File: config.mk
export PLATFORM = sky130hd
export DESIGN_NAME = bram_requester
export DESIGN_NICKNAME = d
export VERILOG_FILES = /design/src/rtl/bram_requester.sv
export SDC_FILE = /design/constraint.sdc
export NUM_CORES = 1
export LEC_CHECK = 0
export CAP_MARGIN = 15
export CORE_ASPECT_RATIO = 1.4
export CORE_MARGIN = 5
export CORE_UTILIZATION = 40
export CTS_CLUSTER_DIAMETER = 80
export DETAILED_ROUTE_END_ITERATION = 8
export GPL_TIMING_DRIVEN = 1
export HOLD_SLACK_MARGIN = 0.03
export PLACE_DENSITY = 0.69
export SLEW_MARGIN = 10
export SYNTH_ARGS = -nofsm -noshare
export SYNTH_HDL_FRONTEND = slang
export SYNTH_SLANG_ARGS = --single-unit
File: constraint.sdc
create_clock -name clk_i -period 1.8 [get_ports clk_i]
set_input_delay 0.18 -clock clk_i [delete_from_list [all_inputs] [get_ports clk_i]]
set_output_delay 0.18 -clock clk_i [all_outputs]
set_load 0.01 [all_outputs]
File: src/rtl/bram_requester.sv
// bram_requester: initiator-side controller for a single-port, one-cycle-latency bram.
// Requests arrive on a valid/ready channel. Read results are buffered in a credit-protected
// response FIFO and returned in acceptance order.
// Optional feature macro: WRITE_ACK_EN (each accepted write also returns its data as a response).
module bram_requester #(
  parameter int unsigned memSize_p   = 8,
  parameter int unsigned dataWidth_p = 16,
  parameter int unsigned rspDepth_p  = 4
) (
  input  logic                   clk_i,
  input  logic                   rst_ni,
  input  logic                   req_valid_i,
  output logic                   req_ready_o,
  input  logic                   req_write_i,
  input  logic [memSize_p-1:0]   req_addr_i,
  input  logic [dataWidth_p-1:0] req_data_i,
  output logic                   rsp_valid_o,
  input  logic                   rsp_ready_i,
  output logic [dataWidth_p-1:0] rsp_data_o,
  output logic                   bram_write_o,
  output logic [memSize_p-1:0]   bram_addr_o,
  output logic [dataWidth_p-1:0] bram_data_o,
  input  logic [dataWidth_p-1:0] bram_data_i
);

  localparam int unsigned PtrW = (rspDepth_p > 1) ? $clog2(rspDepth_p) : 1;
  localparam int unsigned CntW = PtrW + 1;
  localparam int unsigned CrdW = CntW + 1;

  logic [dataWidth_p-1:0] fifo_mem [rspDepth_p];
  logic [PtrW-1:0]        wr_ptr;
  logic [PtrW-1:0]        rd_ptr;
  logic [CntW-1:0]        count;
  logic                   inflight;

  logic                   accept;
  logic                   inflight_d;
  logic                   push;
  logic                   pop;
  logic [CrdW-1:0]        credit_used;
  logic [CntW-1:0]        count_d;

  assign rsp_valid_o = (count != '0);
  assign rsp_data_o  = fifo_mem[rd_ptr];

  // Credit check, accept decode and bram pin drive; credit uses registered state only.
  always_comb begin
    credit_used  = CrdW'(count) + CrdW'(inflight);
    req_ready_o  = rst_ni & (credit_used < CrdW'(rspDepth_p));
    accept       = req_valid_i & req_ready_o;
    bram_write_o = accept & req_write_i;
    bram_addr_o  = req_addr_i;
    bram_data_o  = req_data_i;
`ifdef WRITE_ACK_EN
    inflight_d   = accept;
`else
    inflight_d   = accept & ~req_write_i;
`endif
    push         = inflight;
    pop          = rsp_valid_o & rsp_ready_i;
  end

  // Next FIFO occupancy; simultaneous push and pop leaves it unchanged.
  always_comb begin
    count_d = count;
    unique case ({push, pop})
      2'b10:   count_d = count + CntW'(1);
      2'b01:   count_d = count - CntW'(1);
      default: count_d = count;
    endcase
  end

  // Control state: pointers, occupancy and the one-deep in-flight read marker.
  always_ff @(posedge clk_i or negedge rst_ni) begin
    if (!rst_ni) begin
      wr_ptr   <= '0;
      rd_ptr   <= '0;
      count    <= '0;
      inflight <= 1'b0;
    end else begin
      inflight <= inflight_d;
      count    <= count_d;
      if (push) wr_ptr <= wr_ptr + PtrW'(1);
      if (pop)  rd_ptr <= rd_ptr + PtrW'(1);
    end
  end

  // Response storage; returned bram word lands here the cycle after the accept.
  always_ff @(posedge clk_i) begin
    if (push) fifo_mem[wr_ptr] <= bram_data_i;
  end

`ifdef FORMAL
  // Credit rule guarantees the FIFO never underflows or overflows.
  always_ff @(posedge clk_i) begin
    if (rst_ni) begin
      assert (!(pop && (count == '0)));
      assert (!(push && (count == CntW'(rspDepth_p))));
    end
  end
`endif

endmodule

==> impl_metrics.tcl, run 1 <==
set metrics [dict create \
    cpPeakStageDelay_ps 400 \
    core_area_mm2 0.00731 \
    grt_pass1_vias 1604 \
    die_h_um 112 \
    path_clk_slew_ps 70 \
    num_io_pins 88 \
    grtUsageTotal_pct 11.8 \
    diodes 0 \
    finalNetCount 245 \
    cp.required_ps 1620 \
    drt-total-wl_um 5200 \
    synth_warnings 0 \
    synth_compound_area_share_pct 0.753 \
    critical_path.max_fanout 3 \
    cts_buffer_depth 2 \
    path_class "flop to output port" \
    placed_cells 274 \
    finClkSkew_ps 5.70 \
    status "finished clean" \
    hpwl_um 3640 \
    avgViaCountPerCell 4.72 \
    synth.area.mux_share_pct 13.4 \
    mostFrequentLayoutCells "edfxtp_1, clkdlybuf4s50_1, buf_4" \
    fin_crit_ps 1750 \
    netlist_area_mm2 0.00299 \
    layout_commonest_cell "edfxtp_1" \
    power.density_mw_per_mm2 1380 \
    htreeDepth 3 \
    cap_violations 0 \
    synth-simple-area-share_pct 1.92 \
    fin_hold_ws_ps 162 \
    place_congestion 0.706 \
    hold_viol 0 \
    ctsHoldBuffers 0 \
    drc_errors 0 \
    wl_per_cell_um 17.6 \
    numClockSinks 72 \
    root_buffer "clkbuf_8" \
    synth_top_family_by_area "multiplexers" \
    vias 1391 \
    port_buffers 39 \
    initial_core_util_pct 40.9 \
    dieWidth_um 83.1 \
    final_cells 295 \
    syn_nets 201 \
    cp_cell_sequence "buf_4 > a311oi_2 > and3_1 > clkdlybuf4s15_1" \
    dieArea_mm2 0.00933 \
    clock.fmax_mhz 571 \
    synthAdderAreaFrac_pct 2.76 \
    fin_crit_sh_pct 97.4 \
    hp-class "input pin to async pin" \
    clock_latency_ps 330 \
    row_count 37 \
    dpl_worst_slack_ps -195 \
    cts_buffers 9 \
    grt_first_pass_wirelength_um 8230 \
    grt_max_degree 12 \
    antenna_left 0 \
    ys_seq_elements 72 \
    drt_first_pass_iters 4 \
    critPathCaptureType "output port" \
    irDropWorstVdd_mv 0.845 \
    setup_ws_ps 47.4 \
    cts_tree "built" \
    cp.arrival_ps 1570 \
    area_delta_synth_final_pct 20.3 \
    gr-total-overflow 0 \
    maxSlewViolCount 0 \
    startpoint_type "flop" \
    setup_viol 0 \
    cp_slowest_cell "dfrtp_1" \
    relSlewSlack_pct 74.6 \
    drive_gt1_share_pct 35.9 \
    syn_avg_cell_area_um2 19.9 \
    synth-seq-area-share_pct 71.0 \
    power_leakage_nw 1.30 \
    ys_types 23 \
    antenna_found_initial 0 \
    utilization_pct 49.2 \
    worstMarginPinSlew_ps 380 \
    syn-instance-count 150 \
    totalPowerFinal_mw 4.96 \
    synth_xor_area_share_pct 1.76 \
    drtIter0Drc 99 \
    grt_setup_unrepaired "yes" \
    fillers 635 \
]
routing by layer:
metal,up-vias,wire (um),share of wire [%],track usage [%]
met5,-,0,0,0
met4,0,147,2.8,7.74
met3,19,381,7.3,5.14
met2,51,2880,55,20.4
met1,687,1790,34,11.4
li1,634,-,-,-
worst paths after layout:
path                                       startpoint  depth (start not counted)                     to  slack, ps
worst max register to register   count[1]$_DFFE_PN0P_                          7   count[2]$_DFFE_PN0P_         60
worst min-delay path                           rst_ni                          2   count[1]$_DFFE_PN0P_        160
max in group asynchronous                      rst_ni                          2  rd_ptr[0]$_DFFE_PN0P_       1500
worst min register to register  wr_ptr[0]$_DFFE_PN0P_                          1  wr_ptr[0]$_DFFE_PN0P_        550
min in group clk_i                      req_addr_i[4]                          0         bram_addr_o[4]        360
worst max-delay path             count[0]$_DFFE_PN0P_                          4           bram_write_o         50
synth_stat cells, drive strengths merged:
| cell | number | share of area [%] |
|---|---|---|
| nor2 | 1 | 0.13 |
| mux2i | 1 | 0.33 |
| xnor2 | 2 | 0.59 |
| inv | 7 | 0.88 |
| mux4 | 16 | 13 |
| and3 | 1 | 0.21 |
| xor2 | 4 | 1.2 |
| dfrtp | 8 | 6.7 |
| a311oi | 1 | 0.29 |
| ha | 5 | 2.1 |
| edfxtp | 64 | 64 |
| or3 | 1 | 0.21 |
| nand2 | 2 | 0.25 |
| o31a | 1 | 0.29 |
| buf | 29 | 7.6 |
| o21ai | 1 | 0.17 |
| and2 | 4 | 0.84 |
| and3b | 1 | 0.29 |
| fa | 1 | 0.67 |
power breakdown:
group	internal, mW	total (mW)	switching, mW
combinational	0.907	1.63	0.719
sequential	1.97	2.07	0.101
clock	0.761	1.27	0.509
total	3.63	4.96	1.33
repair_timing:
action / in CTS / in global routing
resized for setup: 67 / 20
setup endpoints to repair: 20 / 17
gates cloned: 1 / 0
pin swaps: 1 / 4
buffers inserted: 5 / 2
through the flow:
stage,instance area [um^2],setup TNS [ps]
final,3600,0
after detailed placement,3420,-453
after CTS,3640,-547
after global placement,3420,-143
after global routing,3600,-58.4
after floorplan,2990,0
state kept, by name (all words and copies together) (netlist names):
signal	cells
rd_ptr	2
inflight	1
count	3
wr_ptr	2
fifo_mem	64
kinds of logic (layout without fill, tap and decap cells):
family	Yosys count	in the layout
compound gates	3	3
buf+inv	36	84
simple gates	10	10
mux	17	17
flops	72	72
xor+xnor	6	6
fa+ha+maj	6	6
worst max-delay path, delay by kind of cell (launching register included):
family	cells	cell delay [ps]
flops	1	400
buf+inv	2	400
compound gates	1	250
simple gates	1	200
final cells by class:
cell class / instances / area, um^2 / share of cell area [%]
clock buffers: 10 / 128 / 3.55
repair buffers: 62 / 528 / 14.7
flip-flops and latches: 72 / 2120 / 59.0
multi-input cells: 42 / 597 / 16.6
clock inverters: 5 / 72.6 / 2.02
well taps: 97 / 121 / 3.38
inverters: 7 / 26.3 / 0.731
Power figures use the tool's default switching activity.
==> inputs of run 2 (changes only) <==
CORE_ASPECT_RATIO = not set   (was 1.4)
==> impl_metrics.tcl, run 2 (same netlist as run 1, synthesis figures left out) <==
set metrics [dict create \
    cp.required_ps 1620 \
    path_class "flop to output port" \
    grtUsageTotal_pct 12.5 \
    initial_core_util_pct 41.2 \
    top_register "fifo_mem" \
    antenna_found_initial 0 \
    setup_viol 8 \
    cts_tree "built" \
    cpPeakStageDelay_ps 510 \
    irDropWorstVdd_mv 0.787 \
    status "finished with violations" \
    cp_common_cell "buf_6" \
    drtIter0Drc 91 \
    rr_endpoint "count[2]$_DFFE_PN0P_" \
    fin_crit_ps 1840 \
    grt_pass1_vias 1609 \
    fin_crit_sh_pct 102 \
    dieArea_mm2 0.00931 \
    setup.worst_path.start "rd_ptr[0]$_DFFE_PN0P_" \
    drive_gt1_share_pct 37.4 \
    port_buffers 39 \
    finClkSkew_ps 11.2 \
    clock.fmax_mhz 543 \
    relSlewSlack_pct 75.4 \
    setup_ws_ps -41.6 \
    vias 1421 \
    cts_buffer_depth 2 \
    reg2reg_slack_ps 0 \
    root_buffer "clkbuf_8" \
    cp_slowest_cell "mux4_2" \
    top_regs "fifo_mem x64, count x3" \
    drt_first_pass_iters 4 \
    cp_cell_sequence "buf_6 > buf_12 > mux4_2 > buf_6" \
    diodes 0 \
    ctsHoldBuffers 0 \
    dieWidth_um 96.5 \
    clock_latency_ps 340 \
    mostFrequentLayoutCells "edfxtp_1, clkdlybuf4s50_1, mux4_2, buf_6, buf_4" \
    totalPowerFinal_mw 5.33 \
    cap_violations 0 \
    antenna_left 0 \
    grt_max_degree 14 \
    layout_commonest_cell "edfxtp_1" \
    area_delta_synth_final_pct 24.2 \
    num_io_pins 88 \
    startpoint_type "flop" \
    crit_end "rsp_data_o[11]" \
    grt_first_pass_wirelength_um 8390 \
    cp.arrival_ps 1660 \
    row_count 31 \
    cts_buffers 9 \
    power.density_mw_per_mm2 1440 \
    gr-total-overflow 0 \
    hold_viol 0 \
    fillers 588 \
    largest_register_ffs 64 \
    htreeDepth 3 \
    drt-total-wl_um 5180 \
    violations "negative setup slack" \
    hp-class "input pin to async pin" \
    place_congestion 0.828 \
    r2r-start "count[1]$_DFFE_PN0P_" \
    wl_per_cell_um 17.4 \
    grt_setup_unrepaired "yes" \
    path_clk_slew_ps 70 \
    r2r_cells 8 \
    avgViaCountPerCell 4.78 \
    finalNetCount 244 \
    drc_errors 0 \
    critPathCaptureType "output port" \
    hpwl_um 3580 \
    maxSlewViolCount 0 \
    numClockSinks 72 \
    core_area_mm2 0.00725 \
    power_leakage_nw 1.34 \
    critical_path.max_fanout 5 \
    fin_hold_ws_ps 155 \
    die_h_um 96.5 \
    worstMarginPinSlew_ps 368 \
]
run 2: timing repair:
action,4_1_cts,5_1_grt
endpoints found under the setup margin,19,19
setup buffers,5,2
resized for setup,58,37
pin swaps,2,3
run 2: stage by stage:
stage / utilization (%) / area (um^2) / TNS (ps) / cells / setup WS [ps]
2_1_floorplan: - / 2990 / 0 / 150 / 166
3_3_place_gp: 47.4 / 3440 / -126 / 275 / -71.4
3_5_place_dp: 47.4 / 3440 / -485 / 275 / -175
4_1_cts: 51.2 / 3710 / -1040 / 295 / -164
5_1_grt: 51.2 / 3710 / -1130 / 297 / -114
6_report: 51.2 / 3710 / -244 / 297 / -41.6
run 2: worst max-delay path, delay by kind of cell (launching register included):
family / cells / cell delay (ps)
buffers and inverters: 3 / 390
flip-flops: 1 / 430
multiplexers: 1 / 510
run 2: worst min-delay path by stage:
stage / end / slack [ps] / cells past startpoint
after floorplan: count[0]$_DFFE_PN0P_ / -120 / 0
after global placement: bram_addr_o[0] / 360 / 0
after detailed placement: bram_addr_o[0] / 360 / 0
after CTS: count[2]$_DFFE_PN0P_ / 150 / 2
after global routing: count[2]$_DFFE_PN0P_ / 150 / 2
final: count[2]$_DFFE_PN0P_ / 150 / 2
run 2: where the power goes:
part	total, mW	switching [mW]	leakage, nW	internal [mW]
clock network	1.51	0.581	0.117	0.928
registers	2.07	0.109	0.673	1.96
logic	1.75	0.721	0.548	1.03
run 2: cell type report:
| cell class | count | area [um^2] | share of cell area (%) |
|---|---|---|---|
| Timing Repair Buffer | 61 | 603 | 16.2 |
| Sequential cell | 72 | 2120 | 57.1 |
| Multi-Input combinational cell | 42 | 597 | 16.1 |
| Inverter | 7 | 26.3 | 0.707 |
| Clock inverter | 6 | 115 | 3.10 |
| Tap cell | 99 | 124 | 3.33 |
| Clock buffer | 10 | 128 | 3.44 |
run 2: metal layers:
layer  routed length (um)  track usage, %  part of all wire [%]  up-vias
met3                  349            6.20                   6.7       13
met4                   78            4.67                   1.5        0
li1                     -               -                     -      633
met5                    0               0                     0        -
met2                 2660            20.5                    51       56
met1                 2090            14.2                    40      719
